<file path="config.mk">
export PLATFORM = sky130hd
export DESIGN_NAME = csr_access_ctrl
export DESIGN_NICKNAME = d
export VERILOG_FILES = /design/src/rtl/csr_access_ctrl.sv
export SDC_FILE = /design/constraint.sdc
export NUM_CORES = 1
export LEC_CHECK = 0
export ABC_CLOCK_PERIOD_IN_PS = 2400
export CAP_MARGIN = 10
export CORE_MARGIN = 2
export CORE_UTILIZATION = 44
export DETAILED_ROUTE_END_ITERATION = 10
export GPL_ROUTABILITY_DRIVEN = 0
export GPL_TIMING_DRIVEN = 1
export PLACE_DENSITY = 0.81
export SLEW_MARGIN = 25
export SYNTH_ARGS = -nofsm -noshare
export SYNTH_HDL_FRONTEND = slang
export SYNTH_SLANG_ARGS = --single-unit
</file>
<file path="constraint.sdc">
create_clock -name clk -period 2.4 [get_ports clk]
set_input_delay 0.72 -clock clk [delete_from_list [all_inputs] [get_ports clk]]
set_output_delay 0.72 -clock clk [all_outputs]
set_load 0.02 [all_outputs]
</file>
<file path="src/rtl/csr_access_ctrl.sv">
// Sequencer that owns the CSR file port: runs Zicsr read-modify-write ops and
// machine-trap entry (mepc/mcause writes, then hands back the mtvec target).
module csr_access_ctrl #(
  parameter int WORD_LEN = 32,
  parameter int REG_ADDR_SIZE = 12,
  parameter logic [REG_ADDR_SIZE-1:0] MEPC_ADDR = 12'h341,
  parameter logic [REG_ADDR_SIZE-1:0] MCAUSE_ADDR = 12'h342
) (
  input  logic                     clk,
  input  logic                     rst_n,
  input  logic                     req_valid,
  output logic                     req_ready,
  input  logic [2:0]               req_op,
  input  logic [REG_ADDR_SIZE-1:0] req_addr,
  input  logic [WORD_LEN-1:0]      req_operand,
  output logic                     resp_valid,
  output logic [WORD_LEN-1:0]      resp_rdata,
  output logic                     resp_err,
  input  logic                     trap_valid,
  input  logic [WORD_LEN-1:0]      trap_pc,
  input  logic [WORD_LEN-1:0]      trap_cause,
  output logic                     trap_ack,
  output logic                     trap_done,
  output logic [WORD_LEN-1:0]      trap_target,
  output logic [REG_ADDR_SIZE-1:0] csr_addr,
  output logic                     csr_wen,
  output logic [WORD_LEN-1:0]      csr_wdata,
  input  logic [WORD_LEN-1:0]      csr_rdata,
  input  logic [WORD_LEN-1:0]      trap_vector
);

  localparam logic [2:0] IDLE   = 3'd0;
  localparam logic [2:0] RD     = 3'd1;
  localparam logic [2:0] MOD    = 3'd2;
  localparam logic [2:0] WR     = 3'd3;
  localparam logic [2:0] RSP    = 3'd4;
  localparam logic [2:0] TEPC   = 3'd5;
  localparam logic [2:0] TCAUSE = 3'd6;
  localparam logic [2:0] TDONE  = 3'd7;

  logic [2:0]               state_q, state_d;
  logic [2:0]               op_q, op_d;
  logic                     ro_q, ro_d;
  logic [WORD_LEN-1:0]      operand_q, operand_d;
  logic [WORD_LEN-1:0]      cause_q, cause_d;
  logic [WORD_LEN-1:0]      old_q, old_d;
  logic                     err_q, err_d;
  logic [REG_ADDR_SIZE-1:0] csr_addr_q, csr_addr_d;
  logic                     csr_wen_q, csr_wen_d;
  logic [WORD_LEN-1:0]      csr_wdata_q, csr_wdata_d;

  logic                     op_legal;
  logic                     wants_write;
  logic                     err_c;
  logic                     wen_c;
  logic [WORD_LEN-1:0]      new_c;

  // Set/clear with a zero operand is a pure read and must not touch the CSR.
  always_comb begin
    op_legal    = !(op_q inside {3'd0, 3'd4});
    wants_write = op_legal && ((op_q[1:0] == 2'b01) || (operand_q != '0));
    err_c       = !op_legal || (ro_q && wants_write);
    wen_c       = wants_write && !ro_q;
    case (op_q[1:0])
      2'b10:   new_c = csr_rdata | operand_q;
      2'b11:   new_c = csr_rdata & ~operand_q;
      default: new_c = operand_q;
    endcase
  end

  always_comb begin
    state_d     = state_q;
    op_d        = op_q;
    ro_d        = ro_q;
    operand_d   = operand_q;
    cause_d     = cause_q;
    old_d       = old_q;
    err_d       = err_q;
    csr_addr_d  = csr_addr_q;
    csr_wen_d   = csr_wen_q;
    csr_wdata_d = csr_wdata_q;
    case (state_q)
      IDLE: begin
        if (trap_valid) begin
          state_d     = TEPC;
          cause_d     = trap_cause;
          csr_addr_d  = MEPC_ADDR;
          csr_wen_d   = 1'b1;
          csr_wdata_d = trap_pc;
        end else if (req_valid) begin
          state_d    = RD;
          op_d       = req_op;
          ro_d       = (req_addr[REG_ADDR_SIZE-1 -: 2] == 2'b11);
          operand_d  = req_operand;
          csr_addr_d = req_addr;
        end
      end
      RD:  state_d = MOD;
      MOD: begin
        state_d = WR;
        old_d   = csr_rdata;
        err_d   = err_c;
        if (wen_c) begin
          csr_wen_d   = 1'b1;
          csr_wdata_d = new_c;
        end
      end
      WR: begin
        state_d   = RSP;
        csr_wen_d = 1'b0;
      end
      RSP:  state_d = IDLE;
      TEPC: begin
        state_d     = TCAUSE;
        csr_addr_d  = MCAUSE_ADDR;
        csr_wdata_d = cause_q;
      end
      TCAUSE: begin
        state_d   = TDONE;
        csr_wen_d = 1'b0;
      end
      default: state_d = IDLE;
    endcase
  end

  always_ff @(posedge clk or negedge rst_n) begin
    if (!rst_n) begin
      state_q     <= IDLE;
      op_q        <= '0;
      ro_q        <= 1'b0;
      operand_q   <= '0;
      cause_q     <= '0;
      old_q       <= '0;
      err_q       <= 1'b0;
      csr_addr_q  <= '0;
      csr_wen_q   <= 1'b0;
      csr_wdata_q <= '0;
    end else begin
      state_q     <= state_d;
      op_q        <= op_d;
      ro_q        <= ro_d;
      operand_q   <= operand_d;
      cause_q     <= cause_d;
      old_q       <= old_d;
      err_q       <= err_d;
      csr_addr_q  <= csr_addr_d;
      csr_wen_q   <= csr_wen_d;
      csr_wdata_q <= csr_wdata_d;
    end
  end

  // Handshake outputs are gated by rst_n so everything reads 0 while in reset.
  assign req_ready   = rst_n && (state_q == IDLE) && !trap_valid;
  assign trap_ack    = rst_n && (state_q == IDLE) && trap_valid;
  assign resp_valid  = (state_q == RSP);
  assign resp_err    = resp_valid && err_q;
  assign resp_rdata  = (resp_valid && !err_q) ? old_q : '0;
  assign trap_done   = (state_q == TDONE);
  assign trap_target = trap_done ? (trap_vector & ~{{(WORD_LEN-2){1'b0}}, 2'b11}) : '0;
  assign csr_addr    = csr_addr_q;
  assign csr_wen     = csr_wen_q;
  assign csr_wdata   = csr_wdata_q;

endmodule
</file>
# After elaboration in Yosys (flattened, before gate mapping)

Index checks and enable logic that the tools add are counted.

RAM bits: 0
Output and inout bits: 114
Register bits after elaboration: 149
ROM bits: 0
Bits in latches: 0
Input port bits: 179
Word-level logic and storage cells: 71
Memories kept: 0

Shifts and indexed selects: 0
Divide/modulo/power cells: 0
Add/sub/neg operators: 0
Muxes and demuxes: 15
$lt $le $gt $ge: 0
Reductions and logical operators: 27
Eq/ne operators: 15
Bitwise operators: 4
Multiply operators: 0

Operators by type and width:

| cell                 | count |
|---|---|
| $mux W32             | 4 |
| $pmux W32 S3         | 1 |
| $pmux W32 S2         | 1 |
| $and A32 B32 Y32     | 1 |
| $not A32 Y32         | 1 |
| $or A32 B32 Y32      | 1 |
| $reduce_bool A32 Y1  | 1 |
| $mux W12             | 2 |
| $pmux W12 S2         | 1 |
| $pmux W3 S6          | 1 |
| $eq A3 B3 Y1 const B | 5 |
| $reduce_and A3 Y1    | 3 |
| $logic_and A1 B1 Y1  | 8 |
| $eq A2 B2 Y1 const B | 3 |
| $eq A3 B2 Y1 const B | 2 |
| $logic_not A3 Y1     | 2 |
| $mux W3              | 2 |
| $reduce_bool A3 Y1   | 2 |
| $logic_not A1 Y1     | 4 |
| $ne A2 B2 Y1 const B | 2 |
| $reduce_and A2 Y1    | 2 |
| $reduce_bool A2 Y1   | 2 |
| $eq A3 B1 Y1 const B | 1 |
| $ne A3 B3 Y1 const B | 1 |
| 6 further kinds      | 8 |

# Longest topological paths before layout

Gate-level depths: netlist of run 1.

Depth after elaboration: 7
Depth in mapped cells: 8
Mapped depth without buffers: 5

# Worst setup path after synthesis of run 1

Ideal clock, no wire load.

Path kind: input to output
Start: input trap_valid
End: output trap_ack
Cell stages on the path: 4
Required time: 1.680 ns
Path slack: 0.160 ns
Data arrival time: 1.520 ns
Buffers on the path: 2
Cells stage by stage: and3_1 clkbuf_1 buf_2 and2_1

Cells in the longest elaborated chain, start to end: 1

RTL lines:

| what                | line | RTL |
|---|---|---|
| from (decl)         | 19   | `input logic trap_valid,` |
| $logic_and A1 B1 Y1 | 154  | `assign trap_ack = rst_n && (state_q == IDLE) && trap_valid;` |
| to (decl)           | 22   | `output logic trap_ack,` |

No other way between the ends.

# Final worst setup path of run 1

Start: register state_q[1]
End: output resp_rdata[13]

Cells in the longest elaborated chain, start to end: 3

RTL lines:

| what                   | line | RTL |
|---|---|---|
| from (decl)            | 41   | `logic [2:0] state_q, state_d;` |
| from (signal assigned) | 139  | `state_q <= state_d;` |
| $eq A3 B3 Y1           | 155  | `assign resp_valid = (state_q == RSP);` |
| $logic_and A1 B1 Y1    | 157  | `assign resp_rdata = (resp_valid && !err_q) ? old_q : '0;` |
| $mux W32               | 157  |  |
| to (decl)              | 17   | `output logic [WORD_LEN-1:0] resp_rdata,` |

No other way between the ends.

==> flow_metrics.env, run 1 <==
export IMPL_die_w_um=134.7
export IMPL_maxCapViolations=0
export IMPL_ys_top_cells_by_area="dfrtp_1, mux2_2, mux2_4"
export IMPL_yosysWarnings=0
export IMPL_finalSetupViolations=0
export IMPL_ys_types=42
export IMPL_clkTransAtPathRegs_ps=60
export IMPL_final_cell_mix="clkdlybuf4s50_1, dfrtp_1, nand2_1, mux2_2, a21oi_1"
export IMPL_hp_class="input port to async pin"
export IMPL_overflow=0
export IMPL_grt_use_total_pct=27.90
export IMPL_cts_root_buf="clkbuf_16"
export IMPL_synth_flop_cell="dfrtp_1"
export IMPL_rsz0062_at_grt="true"
export IMPL_tightest_slew_ps=694.0
export IMPL_synth_cells=714
export IMPL_final_nets=1184
export IMPL_vias=6832
export IMPL_final_common_cell="clkdlybuf4s50_1"
export IMPL_cts_buffers=17
export IMPL_crit_arrival_ps=1650
export IMPL_power_density_nw_per_um2=1323
export IMPL_drv_slew=0
export IMPL_initial_utilization_pct=45.15
export IMPL_endpoint_kind="primary output"
export IMPL_grt_pass1_wl_mm=38.12
export IMPL_die_y_um=134.7
export IMPL_netlist_area_um2=7513
export IMPL_wl_mm=25.05
export IMPL_io_buffers=287
export IMPL_dr_pass1_iters=5
export IMPL_synth_edf_count=0
export IMPL_area_growth_syn_to_layout_pct=49.99
export IMPL_num_rows=47
export IMPL_synth_top_area_cell="dfrtp_1"
export IMPL_hold_violations=0
export IMPL_vdd_ir_drop_max_v=0.0006010
export IMPL_io_pin_count=293
export IMPL_htreeDepth=4
export IMPL_insertion_delay_ps=430
export IMPL_place_inst=1202
export IMPL_p_leak_uw=0.004964
export IMPL_synth_area_per_cell_um2=10.52
export IMPL_vias_per_cell=5.514
export IMPL_grt_pass1_vias=6916
export IMPL_antenna_found_initial=1
export IMPL_seq_area_frac_synth_pct=49.29
export IMPL_grt_max_degree=132
export IMPL_layout_cells_non_filler=1239
export IMPL_min_period_ps=2365
export IMPL_post_drt_wl_per_cell_um=20.22
export IMPL_ys_ff_latch=148
export IMPL_dieArea_um2=18140
export IMPL_core_area_um2=16640
export IMPL_clock_sinks=148
export IMPL_yosysTopAreaCellShare_pct=49.29
export IMPL_synthArstFlopShare_pct=100.0
export IMPL_fmax_ghz=0.4228
export IMPL_worst_setup_path_start_kind="flip-flop"
export IMPL_drc=0
export IMPL_cp_required_ps=1680
export IMPL_worst_clock_skew_ps=8.882
export IMPL_ant_nets=0
export IMPL_finalSetupTns_ps=0
export IMPL_finalPower_uw=14910
export IMPL_relSlewSlack_pct=53.73
export IMPL_hpwl_mm=18.11
export IMPL_cp_max_fo=16
export IMPL_status="complete, no violations"
export IMPL_drive_gt1_share_pct=25.25
export IMPL_criticalPathCategory="flip-flop to primary output"
export IMPL_cts_tree="done"
export IMPL_clockBufferDepth=2
export IMPL_fin_crit_sh_pct=98.55
export IMPL_drt_iter0_markers=590
export IMPL_timing_hold_ws_ps=241.5
-- state kept, by name, summed over array words and instances, names as in the netlist --
name,count
csr_addr,12
csr_wdata,32
op_q,2
cause_q,32
old_q,32
ro_q,1
err_q,1
state_q,3
csr_wen,1
operand_q,32
-- final cells by class --
| cell class | count | area, um^2 |
|---|---|---|
| Fill cell | 1307 | 5373 |
| Sequential cell | 148 | 3706 |
| Multi-Input combinational cell | 506 | 3567 |
| Timing Repair Buffer | 330 | 3083 |
| Clock buffer | 21 | 480.5 |
| Tap cell | 220 | 275.3 |
| Clock inverter | 11 | 147.6 |
| Inverter | 2 | 7.507 |
| Antenna cell | 1 | 2.502 |
-- worst max-delay path: stages, from the launching register on --
cell and delay, ps:
dfrtp_1 390, nand2b_4 160, nor3_4 160, buf_6 220, and2_1 160, buf_4 140
-- cells in the mapped netlist (2+ instances only) --
master and instances:
buf_2 24, and3_1 2, nor2_1 20, nand4_1 2
o21ai_0 32, mux2_2 66, mux2_4 31, buf_6 4
nor4_1 8, o32ai_1 32, a22oi_1 7, dfrtp_1 148
o22a_1 3, buf_1 2, a21oi_2 2, a21oi_1 66
nor3_1 2, buf_4 3, clkbuf_1 26, a211o_1 33
nand2_1 114, and2_1 67
-- metrics by stage --
stage | setup WS [ps] | area (um^2) | util [%]
3_5_place_dp | -467.8 | 10780 | 64.77
3_3_place_gp | -451.4 | 10780 | 64.77
2_1_floorplan | 159.8 | 7517 | -
5_1_grt | -41.78 | 11270 | 67.72
6_report | 34.73 | 11270 | 67.72
4_1_cts | -72.50 | 11310 | 67.96
-- worst paths after layout --
| kind | start | end | slack (ps) | depth (start not counted) |
|---|---|---|---|---|
| max in group asynchronous | rst_n | state_q[2]$_DFFE_PN0P_ | 1390 | 2 |
| worst max-delay path | state_q[1]$_DFFE_PN0P_ | resp_rdata[13] | 30 | 5 |
| min in group clk | old_q[31]$_DFFE_PN0P_ | old_q[31]$_DFFE_PN0P_ | 500 | 1 |
| worst min register to register | old_q[31]$_DFFE_PN0P_ | old_q[31]$_DFFE_PN0P_ | 500 | 1 |
| worst min-delay path | rst_n | csr_addr[9]$_DFFE_PN0P_ | 240 | 2 |
| worst max register to register | operand_q[2]$_DFFE_PN0P_ | csr_wdata[12]$_DFFE_PN0P_ | 170 | 6 |
-- logic make-up (layout without fill, tap and decap cells) --
group | count (synthesis) | after routing | share of synthesized area (%)
compound gates | 181 | 181 | 15.99
buf+inv | 61 | 364 | 3.997
flops | 148 | 148 | 49.29
mux | 97 | 97 | 16.09
other cells | 1 | 3 | 0.04991
simple gates | 226 | 226 | 14.59
-- report_power, final --
group | internal (uW) | switching (uW) | leakage, uW
clock | 1750 | 1080 | 0.000298
sequential | 3770 | 920 | 0.00179
combinational | 3750 | 3650 | 0.00288
total | 9260 | 5650 | 0.00496
-- layer usage --
metal	wire, um	GRT usage (%)
met1	10130	35.02
met2	12370	47.38
met3	1882	6.794
met4	675	9.298
met5	0	0
-- what timing repair did --
item                                    in CTS  in global routing
pin swaps                                    1                  1
buffers inserted                             5                  0
gates cloned                                 1                  0
hold buffers                                 0                  0
endpoints found under the setup margin      67                 53
gates resized for setup                    307                 11
(Power assumes the default switching activity.)
==> run 2: changes to the inputs <==
--- a/config.mk
+++ b/config.mk
@@ -7,6 +7,7 @@
 export LEC_CHECK = 0
 export ABC_CLOCK_PERIOD_IN_PS = 2400
 export CAP_MARGIN = 10
+export CORE_ASPECT_RATIO = 0.7
 export CORE_MARGIN = 2
 export CORE_UTILIZATION = 44
 export DETAILED_ROUTE_END_ITERATION = 10
==> run 2 against run 1 <==
The run now ends with negative setup slack left. Utilization is 3.3 points higher. Sequential share of layout area is 1.3 points lower. Cell count is 0.97% higher. Non-clock buffer count is 8 higher. Sequential power is 1% higher. Routed wire length is 6.4% higher. Worst setup slack worse by 120 ps. Register-to-register slack hardly changed. Critical endpoint is now trap_target[22]. Largest cell class unchanged. Largest power group unchanged.
==> flow_metrics.env, run 2 (synthesis gave the netlist of run 1 again) <==
export IMPL_drive_gt1_share_pct=29.63
export IMPL_fin_crit_sh_pct=103.5
export IMPL_wl_met1_mm=12.42
export IMPL_worst_clock_skew_ps=9.004
export IMPL_area_growth_syn_to_layout_pct=55.97
export IMPL_grt_use_total_pct=28.98
export IMPL_clock_sinks=148
export IMPL_intPower_uw=9534
export IMPL_switchingPower_uw=5861
export IMPL_clkTransAtPathRegs_ps=60
export IMPL_ant_nets=0
export IMPL_met2_length_mm=11.88
export IMPL_pwr_share_seq_pct=30.8
export IMPL_cts_root_buf="clkbuf_16"
export IMPL_antenna_found_initial=2
export IMPL_io_pin_count=293
export IMPL_pwr_share_clk_pct=18.1
export IMPL_endpoint_kind="primary output"
export IMPL_dr_wl_met3_mm=1.958
export IMPL_dr_pass1_iters=5
export IMPL_antenna_cells=0
export IMPL_min_period_ps=2483
export IMPL_grt_pass1_wl_mm=39.96
export IMPL_swShare_pct=38.07
export IMPL_layout_cells_non_filler=1251
export IMPL_cts_tree="done"
export IMPL_rsz0062_at_grt="true"
export IMPL_cp_max_fo=8
export IMPL_status="finished, violations left"
export IMPL_finalCoreUtilization_pct=71.05
export IMPL_reg2reg_depth=6
export IMPL_finalSetupViolations=32
export IMPL_tightest_slew_ps=555.2
export IMPL_initial_utilization_pct=45.55
export IMPL_cp_required_ps=1680
export IMPL_wl_mm=26.65
export IMPL_overflow=0
export IMPL_htreeDepth=4
export IMPL_place_area_um2=10790
export IMPL_violations="negative setup slack"
export IMPL_dieArea_um2=18150
export IMPL_hpwl_mm=18.56
export IMPL_finalInstanceArea_um2=11720
export IMPL_regToRegStartpoint="operand_q[2]$_DFFE_PN0P_"
export IMPL_cts_hold_buffers_added=0
export IMPL_dr_max_layer_used="met5"
export IMPL_vdd_ir_drop_max_v=0.0006981
export IMPL_final_common_cell="clkdlybuf4s50_1"
export IMPL_reg2reg_slack_ps=160
export IMPL_hold_violations=0
export IMPL_drc=0
export IMPL_r2r_end="csr_wdata[19]$_DFFE_PN0P_"
export IMPL_clockBufferDepth=2
export IMPL_final_nets=1192
export IMPL_die_w_um=160.2
export IMPL_drt_iter0_markers=591
export IMPL_grt_max_degree=91
export IMPL_p_leak_uw=0.005110
export IMPL_core_area_um2=16490
export IMPL_crit_arrival_ps=1760
export IMPL_post_drt_wl_per_cell_um=21.30
export IMPL_power_density_nw_per_um2=1314
export IMPL_fmax_ghz=0.4028
export IMPL_relSlewSlack_pct=62.59
export IMPL_vias=6972
export IMPL_grt_pass1_vias=6803
export IMPL_maxCapViolations=0
export IMPL_final_cell_mix="clkdlybuf4s50_1, dfrtp_1, nand2_1, mux2_2, a21oi_1"
export IMPL_worst_setup_path_start_kind="flip-flop"
export IMPL_place_ws_ps=-642.6
export IMPL_comb_power_share_pct=51.0
export IMPL_cts_buffers=17
export IMPL_die_y_um=113.3
export IMPL_criticalPathCategory="flip-flop to primary output"
export IMPL_insertion_delay_ps=420
export IMPL_io_buffers=287
export IMPL_critPathLaunch="state_q[1]$_DFFE_PN0P_"
export IMPL_layout_setup_ws_ps=-82.81
export IMPL_drv_slew=0
export IMPL_vias_per_cell=5.573
export IMPL_place_inst=1208
export IMPL_hp_class="input port to async pin"
export IMPL_num_rows=39
## run 2: cell count changes in the layout (fill, tap and decap cells not counted), moves of 7 or more
| cell | delta |
|---|---|
| and2_1 | -36 |
| buf_4 | -7 |
| buf_6 | +39 |
| buf_2 | -28 |
| and2_4 | +36 |
## run 2: timing repair
action | CTS | global route
gates cloned | 3 | 2
setup endpoints to repair | 67 | 67
resized for setup | 319 | 116
pin swaps | 2 | 12
setup buffers | 4 | 2
## run 2: power by group through the flow
stage                     logic, uW  clock network [uW]  registers, uW
after floorplan                4230                   0           4850
after global routing           8380                2900           4880
final                          7860                2790           4740
after global placement         7190                   0           4650
after CTS                      7550                2820           4700
after detailed placement       7390                   0           4690
## run 2: worst max path at each step
| stage | endpoint |
|---|---|
| after global placement | trap_ack |
| after detailed placement | req_ready |
| after floorplan | trap_ack |
| after global routing | resp_rdata[19] |
| final | trap_target[22] |
| after CTS | resp_rdata[19] |
## run 2: area by class of cell
class,count,area (um^2)
clock buffer,20,466.7
timing repair buffer,338,3441
fill,1254,4775
sequential,148,3706
tap,225,281.5
clock inverter,12,151.4
multi-input combinational,506,3662
inverter,2,10.01
## run 2: worst max-delay path, cell delays in order, from the launching register on
cell and delay (ps):
dfrtp_1 360, buf_4 120, buf_4 110, inv_4 40, nor2_4 230, clkbuf_16 210, and2_4 160, buf_6 110
## run 2: metrics by stage
step                      TNS (ps)  hold slack [ps]  power, uW
after CTS                   -182.4            358.9      15070
after global placement      -12280            454.5      11850
final                        -1249            357.4      15400
after detailed placement    -15240            458.3      12080
after global routing         -6307            381.7      16160
after floorplan                  0            424.4       9081
## run 2: layer usage
layer | up-vias | global-route usage (%)
li1 | 3145 | -
met1 | 3455 | 42.65
met2 | 338 | 44.18
met3 | 32 | 5.242
met4 | 2 | 8.108
met5 | - | 0
